===== src/rtl/shift_deserializer.sv =====
// shift_deserializer: rebuilds WIDTH-bit words from a serial stream (MSB- or LSB-first)
// and holds each completed word in a one-entry valid/ready output buffer.
module shift_deserializer #(
  parameter int WIDTH = 4,
  localparam int CNT_W = $clog2(WIDTH + 1)
) (
  input  logic             clock,
  input  logic             reset_n,
  input  logic             enable,
  input  logic             ser_in,
  input  logic             ser_valid,
  input  logic             dir,
  input  logic             sync_clr,
  input  logic             par_ready,
  output logic [WIDTH-1:0] par_out,
  output logic             par_valid,
  output logic [CNT_W-1:0] bit_cnt,
  output logic             overrun
);
  typedef enum logic {IDLE, COLLECT} state_t;
  state_t state_q, state_d;
  logic [WIDTH-1:0] sh_q, sh_d, par_q, par_d, base, shifted;
  logic [CNT_W-1:0] cnt_q, cnt_d;
  logic dir_q, dir_d, pv_q, pv_d, ovr_q, ovr_d;
  logic accept, cur_dir, last, xfer;

  always_ff @(posedge clock or negedge reset_n)
    if (!reset_n) begin
      state_q <= IDLE;
      sh_q    <= '0;
      cnt_q   <= '0;
      dir_q   <= 1'b0;
      par_q   <= '0;
      pv_q    <= 1'b0;
      ovr_q   <= 1'b0;
    end else begin
      state_q <= state_d;
      sh_q    <= sh_d;
      cnt_q   <= cnt_d;
      dir_q   <= dir_d;
      par_q   <= par_d;
      pv_q    <= pv_d;
      ovr_q   <= ovr_d;
    end

  // The first bit of a word takes dir live and starts from a clean register.
  always_comb begin
    accept  = enable & ser_valid & ~sync_clr;
    cur_dir = (state_q == IDLE) ? dir : dir_q;
    base    = (state_q == IDLE) ? '0 : sh_q;
    shifted = cur_dir ? {ser_in, base[WIDTH-1:1]} : {base[WIDTH-2:0], ser_in};
    last    = accept && (cnt_q == CNT_W'(WIDTH - 1));
    xfer    = pv_q & par_ready;
    state_d = state_q;
    sh_d    = sh_q;
    cnt_d   = cnt_q;
    dir_d   = dir_q;
    par_d   = par_q;
    pv_d    = pv_q & ~xfer;
    ovr_d   = ovr_q;
    if (sync_clr) begin
      state_d = IDLE;
      sh_d    = '0;
      cnt_d   = '0;
      ovr_d   = 1'b0;
    end else if (accept) begin
      sh_d    = shifted;
      dir_d   = cur_dir;
      cnt_d   = last ? '0 : cnt_q + CNT_W'(1);
      state_d = last ? IDLE : COLLECT;
    end
    if (last) begin
      if (!pv_q || par_ready) begin
        par_d = shifted;
        pv_d  = 1'b1;
      end else begin
        ovr_d = 1'b1;
      end
    end
  end

  assign par_out   = par_q;
  assign par_valid = pv_q;
  assign bit_cnt   = cnt_q;
  assign overrun   = ovr_q;
endmodule


===== config.mk =====
export PLATFORM = sky130hd
export DESIGN_NAME = shift_deserializer
export DESIGN_NICKNAME = d
export VERILOG_FILES = /design/src/rtl/shift_deserializer.sv
export SDC_FILE = /design/constraint.sdc
export NUM_CORES = 1
export LEC_CHECK = 0
export ABC_AREA = 0
export BUFFER_PORTS_ARGS = -buffer_cell sky130_fd_sc_hd__buf_2
export CORE_MARGIN = 1.5
export CORE_UTILIZATION = 40
export CTS_BUF_LIST = sky130_fd_sc_hd__clkbuf_16
export DETAILED_ROUTE_END_ITERATION = 16
export PLACE_DENSITY = 0.72
export SETUP_SLACK_MARGIN = 0.1
export SLEW_MARGIN = 15
export SYNTH_ARGS = -nofsm -noshare
export SYNTH_HDL_FRONTEND = slang
export SYNTH_SLANG_ARGS = --single-unit

===== constraint.sdc =====
create_clock -name clock -period 1.81 [get_ports clock]
set_input_delay 0.0905 -clock clock [delete_from_list [all_inputs] [get_ports clock]]
set_output_delay 0.0905 -clock clock [all_outputs]
set_load 0.05 [all_outputs]

==> flow_summary.toml, run 1 <==
[clock_network]
clk_latency_ns = 0.24
ctsResizeCount = 0
clock_sink_count = 15
post_cts_buffers = 0
h-tree-depth = 1
cts_tree = "built"
cts_inserted_buffers = 3
path_clk_slew_ns = 0.05
ctsLongestPathBuffers = 2
cts-root-buf = "clkbuf_16"

[timing]
whs_ns = 0.152
max_slew.worst_pin.slew_ns = 0.380
setup_ws_ns = 0.265
setup_viol = 0
finalSetupTns_ns = 0
fmax_mhz = 647
fin_crit_sh_pct = 85.3
rsz0062_at_grt = "no"
max_slew_margin_pct = 74.6
final_max_slew_viol_count = 0
skew_ns = 0.00325
hold_viol = 0
min_period_ns = 1.54

[final_layout]
fill_cells = 157
regArea_um2 = 378
drive_gt1_share_pct = 36.0
multiInputGateArea_um2 = 340
area_growth_pct = 25.3
final_cell_mix = "buf_2, dfrtp_1, nand2_1, inv_1, mux2_2"
diodes = 0
mostFrequentLayoutCell = "buf_2"
final_util_pct = 53.9
nNetsFinal = 96

[floorplanning]
fp.dieH_um = 46.3
coreArea_um2 = 1750
die-area_um2 = 2150
start_util_pct = 43.0
dieWidth_um = 46.3
rows = 15
io_pins = 17

[power_and_ir_drop]
p_int_mw = 0.683
power_frac_seq_pct = 41.9
combPwrFrac_pct = 11.0
p_sw_mw = 0.194
swShare_pct = 22.1
leakage_nw = 0.467
peakVddDrop_uv = 349
clkPwrFrac_pct = 47.2
cellPowerDensity_nw_per_um2 = 932
p_total_mw = 0.876

[worst_setup_path]
crit_slowest_cell = "dfrtp_2"
ff2ff_setup_slack_ns = 0.27
cp.required_ns = 1.93
crit_path_end_kind = "flip-flop"
slowest_delay_ns = 0.38
path_max_fanout = 5
cp.arrival_ns = 1.67
path_cells = "ha_1 > nand2b_4 > nor4b_4 > mux2_2"
r2r_start = "bit_cnt[0]"
start_kind = "flip-flop"
reg2reg_to = "par_out[1]"
path_class = "reg -> reg"
rr_worst_depth = 4

[routing]
ant_nets = 0
wl_um = 1380
vias_per_cell = 4.98
num_vias = 553
firstDrtPassIters = 4
drtIter0Drc = 15
drcViolationCount = 0
wl_per_cell_um = 12.4

[placed_design]
preCtsSetupSlack_ns = 0.269
place_congestion = 0.712
port_buffers = 16
dp_hpwl_um = 1030

[synth]
post_synth.cell_area_avg_um2 = 11.2
synth-simple-area-share_pct = 19.5
synth_top_family_by_area = "simple AND/OR/NAND/NOR gates"
synthXorXnorAreaFrac_pct = 0
synthAdderAreaFrac_pct = 1.67
yosysSeqAreaShare_pct = 50.0
syn_area_um2 = 751
ys_seq_elements = 15
synthCells = 67
yosysUniqueCellTypes = 27
syn_nets = 76
yosys_warnings = 0
synth.mux.area_fraction_pct = 13.5
synth_compound_area_share_pct = 10.7

[worst_hold_path]
hold_class = "in -> reg"
min_from = "dir"
min_to = "dir_q"
hold_depth = 2

[global_routing]
overflow = 0
grtUsageTotal_pct = 16.2
antenna_found_initial = 0
grt_max_degree = 16
grt_pass1_wl_um = 2320
grt_pass1_vias = 532

[run]
max_cap_violations = 0

[status]
status = "complete, no violations"
==> metal layers <==
| metal | GRT usage (%) | up-vias | wire length [µm] |
|---|---|---|---|
| met5 | 0 | - | 0 |
| met1 | 19.3 | 265 | 608 |
| met3 | 3.53 | 2 | 50 |
| met2 | 26.1 | 15 | 692 |
| li1 | - | 271 | - |
| met4 | 10.3 | 0 | 25 |
==> flip-flops by register name, summed over array words and instances (netlist names) <==
signal	count
par_out	4
overrun	1
par_valid	1
bit_cnt	3
sh_q	4
dir_q	1
state_q	1
==> power groups by stage <==
stage                     Clock (mW)  Sequential, mW  Combinational, mW
after floorplan                    0           0.384             0.0526
after global placement             0           0.371             0.0936
after detailed placement           0           0.372             0.0942
after CTS                      0.426           0.367             0.0970
after global routing           0.443           0.369              0.106
final                          0.413           0.367             0.0962
==> through the flow <==
step,instances,cell area (µm²)
2_1_floorplan,67,753
3_3_place_gp,106,852
3_5_place_dp,106,852
4_1_cts,111,941
5_1_grt,111,941
6_report,111,941
==> worst max-delay path by stage <==
stage | cells past startpoint | endpoint | from | slack [ns]
after global placement | 4 | par_out[0] | bit_cnt[0] | 0.32
after floorplan | 4 | par_out[0] | bit_cnt[0] | 0.14
final | 4 | par_out[1] | bit_cnt[0] | 0.27
after global routing | 4 | par_out[0] | bit_cnt[0] | 0.17
after detailed placement | 4 | par_out[1] | bit_cnt[0] | 0.27
after CTS | 4 | par_out[1] | bit_cnt[0] | 0.26
==> critical path, delay by kind of cell, from the launching register on <==
| family | cells | cell delay [ns] |
|---|---|---|
| multiplexers | 1 | 0.38 |
| AND/OR/NAND/NOR | 2 | 0.45 |
| flip-flops | 1 | 0.38 |
| adder cells (fa/ha/maj) | 1 | 0.22 |
==> synth_stat cells <==
cell type	count	area (µm²)
a22o_1	1	8.76
and2_1	2	12.5
a221oi_1	1	8.76
nand2_1	7	26.3
a211oi_1	1	7.51
buf_2	1	5.00
inv_1	4	15.0
nor4b_4	1	23.8
ha_1	1	12.5
o21a_1	3	22.5
nand2b_4	1	13.8
nand3_1	2	10.0
nor2b_1	1	6.26
dfrtp_1	15	375
nand2b_1	1	6.26
o2bb2ai_1	2	17.5
and3_1	1	6.26
a21oi_1	3	15.0
nor3_1	3	15.0
clkbuf_1	1	3.75
mux2_4	1	15.0
mux2i_1	3	30.0
nand3b_1	1	7.51
buf_6	1	11.3
mux2_2	5	56.3
nor2_1	3	11.3
or3_2	1	7.51
==> cell families (layout without fill, tap and decap cells) <==
kind of cell | count (synthesis) | count (layout)
adders and majority gates | 1 | 1
AOI/OAI and AO/OA | 11 | 11
muxes | 9 | 9
DFF | 15 | 15
and+or+nand+nor | 24 | 24
buffers and inverters | 7 | 26
==> layout make-up <==
type	count	area share (%)
timing repair buffer	18	10.4
clock buffer	3	7.98
multi-input combinational	45	36.2
inverter	4	1.60
clock inverter	1	0.399
tap	25	3.32
sequential	15	40.2
==> timing repair <==
| action | 4_1_cts | 5_1_grt |
|---|---|---|
| hold endpoints to repair | 15 | 0 |
| hold buffers | 1 | 0 |
| endpoints found under the setup margin | 0 | 0 |
(Power assumes the default switching activity.)
==> run 2: changes to the inputs <==
--- a/config.mk
+++ b/config.mk
@@ -6,10 +6,11 @@
 export NUM_CORES = 1
 export LEC_CHECK = 0
 export ABC_AREA = 0
-export BUFFER_PORTS_ARGS = -buffer_cell sky130_fd_sc_hd__buf_2
+export BUFFER_PORTS_ARGS = -buffer_cell sky130_fd_sc_hd__buf_4
 export CORE_MARGIN = 1.5
 export CORE_UTILIZATION = 40
 export CTS_BUF_LIST = sky130_fd_sc_hd__clkbuf_16
+export CTS_CLUSTER_DIAMETER = 30
 export DETAILED_ROUTE_END_ITERATION = 16
 export PLACE_DENSITY = 0.72
 export SETUP_SLACK_MARGIN = 0.1
==> flow_summary.toml, run 2 (synthesized netlist as in run 1, its figures left out) <==
[worst_setup_path]
slowest_delay_ns = 0.38
start_kind = "flip-flop"
path_cells = "ha_1 > nand2b_4 > nor4b_4 > mux2_2"
ff2ff_setup_slack_ns = 0.27
cp_top_family = "simple AND/OR/NAND/NOR gates"
path_max_fanout = 5
crit_path_end_kind = "flip-flop"
critPathBufInv = 0
cp.required_ns = 1.94
cp.arrival_ns = 1.67
path_class = "reg -> reg"
crit_slowest_cell = "mux2_2"

[power_and_ir_drop]
combPwrFrac_pct = 11.6
p_int_mw = 0.690
leakage_nw = 0.474
p_sw_mw = 0.194
cellPowerDensity_nw_per_um2 = 900
peakVddDrop_uv = 753
power_frac_seq_pct = 41.6
clkPwrFrac_pct = 46.8
swShare_pct = 21.9

[timing]
hold_viol = 0
finalSetupTns_ns = 0
max_slew_margin_pct = 75.0
final_max_slew_viol_count = 0
min_period_ns = 1.54
fin_crit_sh_pct = 85.2
fmax_mhz = 649
rsz0062_at_grt = "no"
max_slew.worst_pin.slew_ns = 0.373
setup_viol = 0
skew_ns = 0.00498

[routing]
drtIter0Drc = 5
vias_per_cell = 4.87
num_vias = 541
firstDrtPassIters = 4
ant_nets = 0
wl_per_cell_um = 12.5
drcViolationCount = 0
wl_um = 1390

[clock_network]
clock_sink_count = 15
clk_latency_ns = 0.24
cts_inserted_buffers = 3
path_clk_slew_ns = 0.05
cts_tree = "built"
ctsLongestPathBuffers = 2
h-tree-depth = 1
cts-root-buf = "clkbuf_16"

[status]
status = "complete, no violations"

[final_layout]
mostFrequentLayoutCell = "buf_4"
diodes = 0
fill_cells = 163
drive_gt1_share_pct = 36.0
final_util_pct = 56.2
multiInputGateArea_um2 = 340
final_cell_mix = "buf_4, dfrtp_1, nand2_1, inv_1, mux2_2"
regArea_um2 = 378
area_growth_pct = 30.7
nNetsFinal = 96

[placed_design]
port_buffers = 16
dp_hpwl_um = 1030
place_congestion = 0.727

[global_routing]
overflow = 0
grt_pass1_wl_um = 2050
gr-usage-met2_pct = 23.6
grt_util_met3_pct = 7.06
grt_pass1_vias = 485
antenna_found_initial = 0
grt.busiest_layer = "met2"
use_met1_pct = 16.0
grtUsageTotal_pct = 14.4
grt_max_degree = 16

[floorplanning]
coreArea_um2 = 1750
rows = 15
fp.dieH_um = 46.3
start_util_pct = 43.0
io_pins = 17
dieWidth_um = 46.3
die-area_um2 = 2150

[run]
max_cap_violations = 0

[worst_hold_path]
hold_class = "in -> reg"
run 2: cell counts in the layout (fill, tap and decap cells not counted):
Identical to the previous run, type by type.
run 2: path summary, 6_finish.rpt:
kind	from	to	cells after the start
max	bit_cnt[0]	par_out[1]	4
min	sync_clr	bit_cnt[1]	2
max reg2reg	bit_cnt[0]	par_out[1]	4
min reg2reg	overrun	overrun	1
max in group asynchronous	reset_n	bit_cnt[1]	2
min in group asynchronous	reset_n	dir_q	2
run 2: timing repair:
action                    CTS  global route
resized for setup           0             0
hold buffers                1             0
hold endpoints to repair   15             0
setup buffers               0             0
run 2: power groups by stage:
stage / Clock [mW] / Combinational, mW / Sequential (mW)
floorplan: 0 / 0.0526 / 0.384
global placement: 0 / 0.101 / 0.372
detailed placement: 0 / 0.101 / 0.372
CTS: 0.426 / 0.103 / 0.367
global route: 0.444 / 0.110 / 0.369
finish: 0.414 / 0.102 / 0.367
run 2: metrics by stage:
step                area (µm²)  std cells  hold slack (ns)  total power, mW  setup WS [ns]
finish                     981        111            0.103            0.883          0.268
global placement           892        106          -0.0456            0.472          0.315
CTS                        981        111            0.101            0.896          0.262
detailed placement         892        106          -0.0455            0.473          0.273
floorplan                  753         67           -0.205            0.437          0.145
global route               981        111            0.106            0.923          0.194
run 2: layout make-up:
type,instances,share of cell area [%]
Clock buffer,3,7.65
Clock inverter,1,0.383
Inverter,4,1.53
Multi-Input combinational cell,45,34.7
Sequential cell,15,38.5
Tap cell,25,3.19
Timing Repair Buffer,18,14.0
run 2: per-layer routing:
metal	up-vias	part of all wire, %	wire length [µm]
li1	273	-	-
met1	254	44	613
met2	12	51	700
met3	2	3.9	54
met4	0	1.2	17
met5	-	0	0
==> run 3: changes to the inputs <==
--- a/config.mk
+++ b/config.mk
@@ -12,6 +12,7 @@
 export CTS_BUF_LIST = sky130_fd_sc_hd__clkbuf_16
 export CTS_CLUSTER_DIAMETER = 30
 export DETAILED_ROUTE_END_ITERATION = 16
+export GPL_TIMING_DRIVEN = 0
 export PLACE_DENSITY = 0.72
 export SETUP_SLACK_MARGIN = 0.1
 export SLEW_MARGIN = 15
==> constraint.sdc (replaced) <==
create_clock -name clock -period 1.6 [get_ports clock]
set_input_delay 0.08 -clock clock [delete_from_list [all_inputs] [get_ports clock]]
set_output_delay 0.08 -clock clock [all_outputs]
set_load 0.05 [all_outputs]
==> flow_summary.toml, run 3 (synthesized netlist as in run 1, its figures left out) <==
[floorplanning]
dieWidth_um = 46.3
rows = 15
die-area_um2 = 2150
start_util_pct = 43.0
coreArea_um2 = 1750
fp.dieH_um = 46.3
io_pins = 17

[global_routing]
antenna_found_initial = 0
grt_pass1_vias = 553
grtUsageTotal_pct = 18.1
grt_pass1_wl_um = 2630
overflow = 0
grt_max_degree = 16

[timing]
min_period_ns = 1.42
max_slew.worst_pin.slew_ns = 0.334
skew_ns = 0.00282
final_max_slew_viol_count = 0
max_slew_margin_pct = 77.7
setup_viol = 0
rsz0062_at_grt = "no"
hold_viol = 0
finalSetupTns_ns = 0
fmax_mhz = 703
fin_crit_sh_pct = 88.9

[routing]
num_vias = 575
drtIter0Drc = 8
ant_nets = 0
wl_per_cell_um = 13.7
firstDrtPassIters = 4
wl_um = 1570
vias_per_cell = 5.00
drcViolationCount = 0

[final_layout]
finalInstanceArea_um2 = 1030
finalNonFillerCells = 115
diodes = 0
nNetsFinal = 100
drive_gt1_share_pct = 38.9
area_growth_pct = 37.0
final_cell_mix = "buf_4, dfrtp_1, nand2_1, inv_1"
mostFrequentLayoutCell = "buf_4"

[clock_network]
cts_inserted_buffers = 3
cts-root-buf = "clkbuf_16"
h-tree-depth = 1
ctsLongestPathBuffers = 2
clk_latency_ns = 0.24
path_clk_slew_ns = 0.05
clock_sink_count = 15
cts_tree = "built"

[worst_hold_path]
min_from = "sync_clr"
min_to = "bit_cnt[1]"
hold_depth = 2
hold_class = "in -> reg"

[power_and_ir_drop]
cellPowerDensity_nw_per_um2 = 990
leakage_nw = 0.491
peakVddDrop_uv = 594

[worst_setup_path]
cp.required_ns = 1.72
crit_slowest_cell = "dfrtp_2"
path_class = "reg -> reg"
path_max_fanout = 5
start_kind = "flip-flop"
crit_path_end_kind = "flip-flop"
reg2reg_to = "par_out[1]"
r2r_start = "bit_cnt[0]"
slowest_delay_ns = 0.38
ff2ff_setup_slack_ns = 0.18
rr_worst_depth = 5
cp.arrival_ns = 1.55
path_cells = "ha_4 > nand2b_4 > nor4b_4 > buf_4 > mux2_4"

[placed_design]
place_congestion = 0.771
dp_cells = 107
dp_hpwl_um = 1000
port_buffers = 15
placed_area_um2 = 910

[status]
status = "complete, no violations"

[run]
max_cap_violations = 0
-- run 3: through the flow --
stage                     utilization, %  worst slack [ns]  hold WS [ns]  power [mW]
after floorplan                        -           -0.0105        -0.216       0.496
after global placement              52.1            0.0999       -0.0540       0.536
after detailed placement            52.1             0.113       -0.0543       0.537
after CTS                           58.7             0.100        0.0403        1.03
after global routing                58.9             0.113        0.0538        1.06
final                               58.9             0.178        0.0368        1.02
-- run 3: layer usage --
layer	GRT usage, %	routed length (µm)
met3	4.71	40
met4	8.57	25
met1	23.5	676
met2	27.8	831
met5	0	0
-- run 3: layout make-up --
| class | instances | area, µm² |
|---|---|---|
| well taps | 25 | 31.3 |
| inverters | 4 | 15.0 |
| flip-flops and latches | 15 | 378 |
| fillers | 156 | 717 |
| plain buffers | 3 | 20.0 |
| clock buffers | 3 | 75.1 |
| clock inverters | 1 | 3.75 |
| repair buffers | 19 | 145 |
| multi-input cells | 45 | 360 |
-- run 3: worst max-delay path, delay by kind of cell (launching register included) --
kind | cells | cell delay [ns]
flops | 1 | 0.38
fa+ha+maj | 1 | 0.15
simple gates | 2 | 0.28
buf+inv | 1 | 0.18
mux | 1 | 0.30
-- run 3: worst max path at each step --
stage	start	endpoint	slack [ns]	cells after the start
finish	bit_cnt[0]	par_out[1]	0.18	5
global route	bit_cnt[0]	par_out[1]	0.11	5
CTS	bit_cnt[1]	par_out[0]	0.10	5
detailed placement	bit_cnt[0]	par_out[0]	0.11	4
global placement	bit_cnt[0]	par_out[1]	0.1	4
floorplan	bit_cnt[0]	par_out[0]	-0.01	4
-- run 3: power by group --
part,internal (mW),switching (mW)
Clock,0.331,0.147
Sequential,0.396,0.0196
Combinational,0.0588,0.0659
Total,0.786,0.232
-- run 3: what timing repair did --
action                                  in CTS  in global routing
endpoints found under the setup margin       2                  3
pin swaps                                    2                  2
hold buffers                                 1                  0
gates resized for setup                      1                  1
setup buffers                                3                  0
endpoints found under the hold margin       15                  0
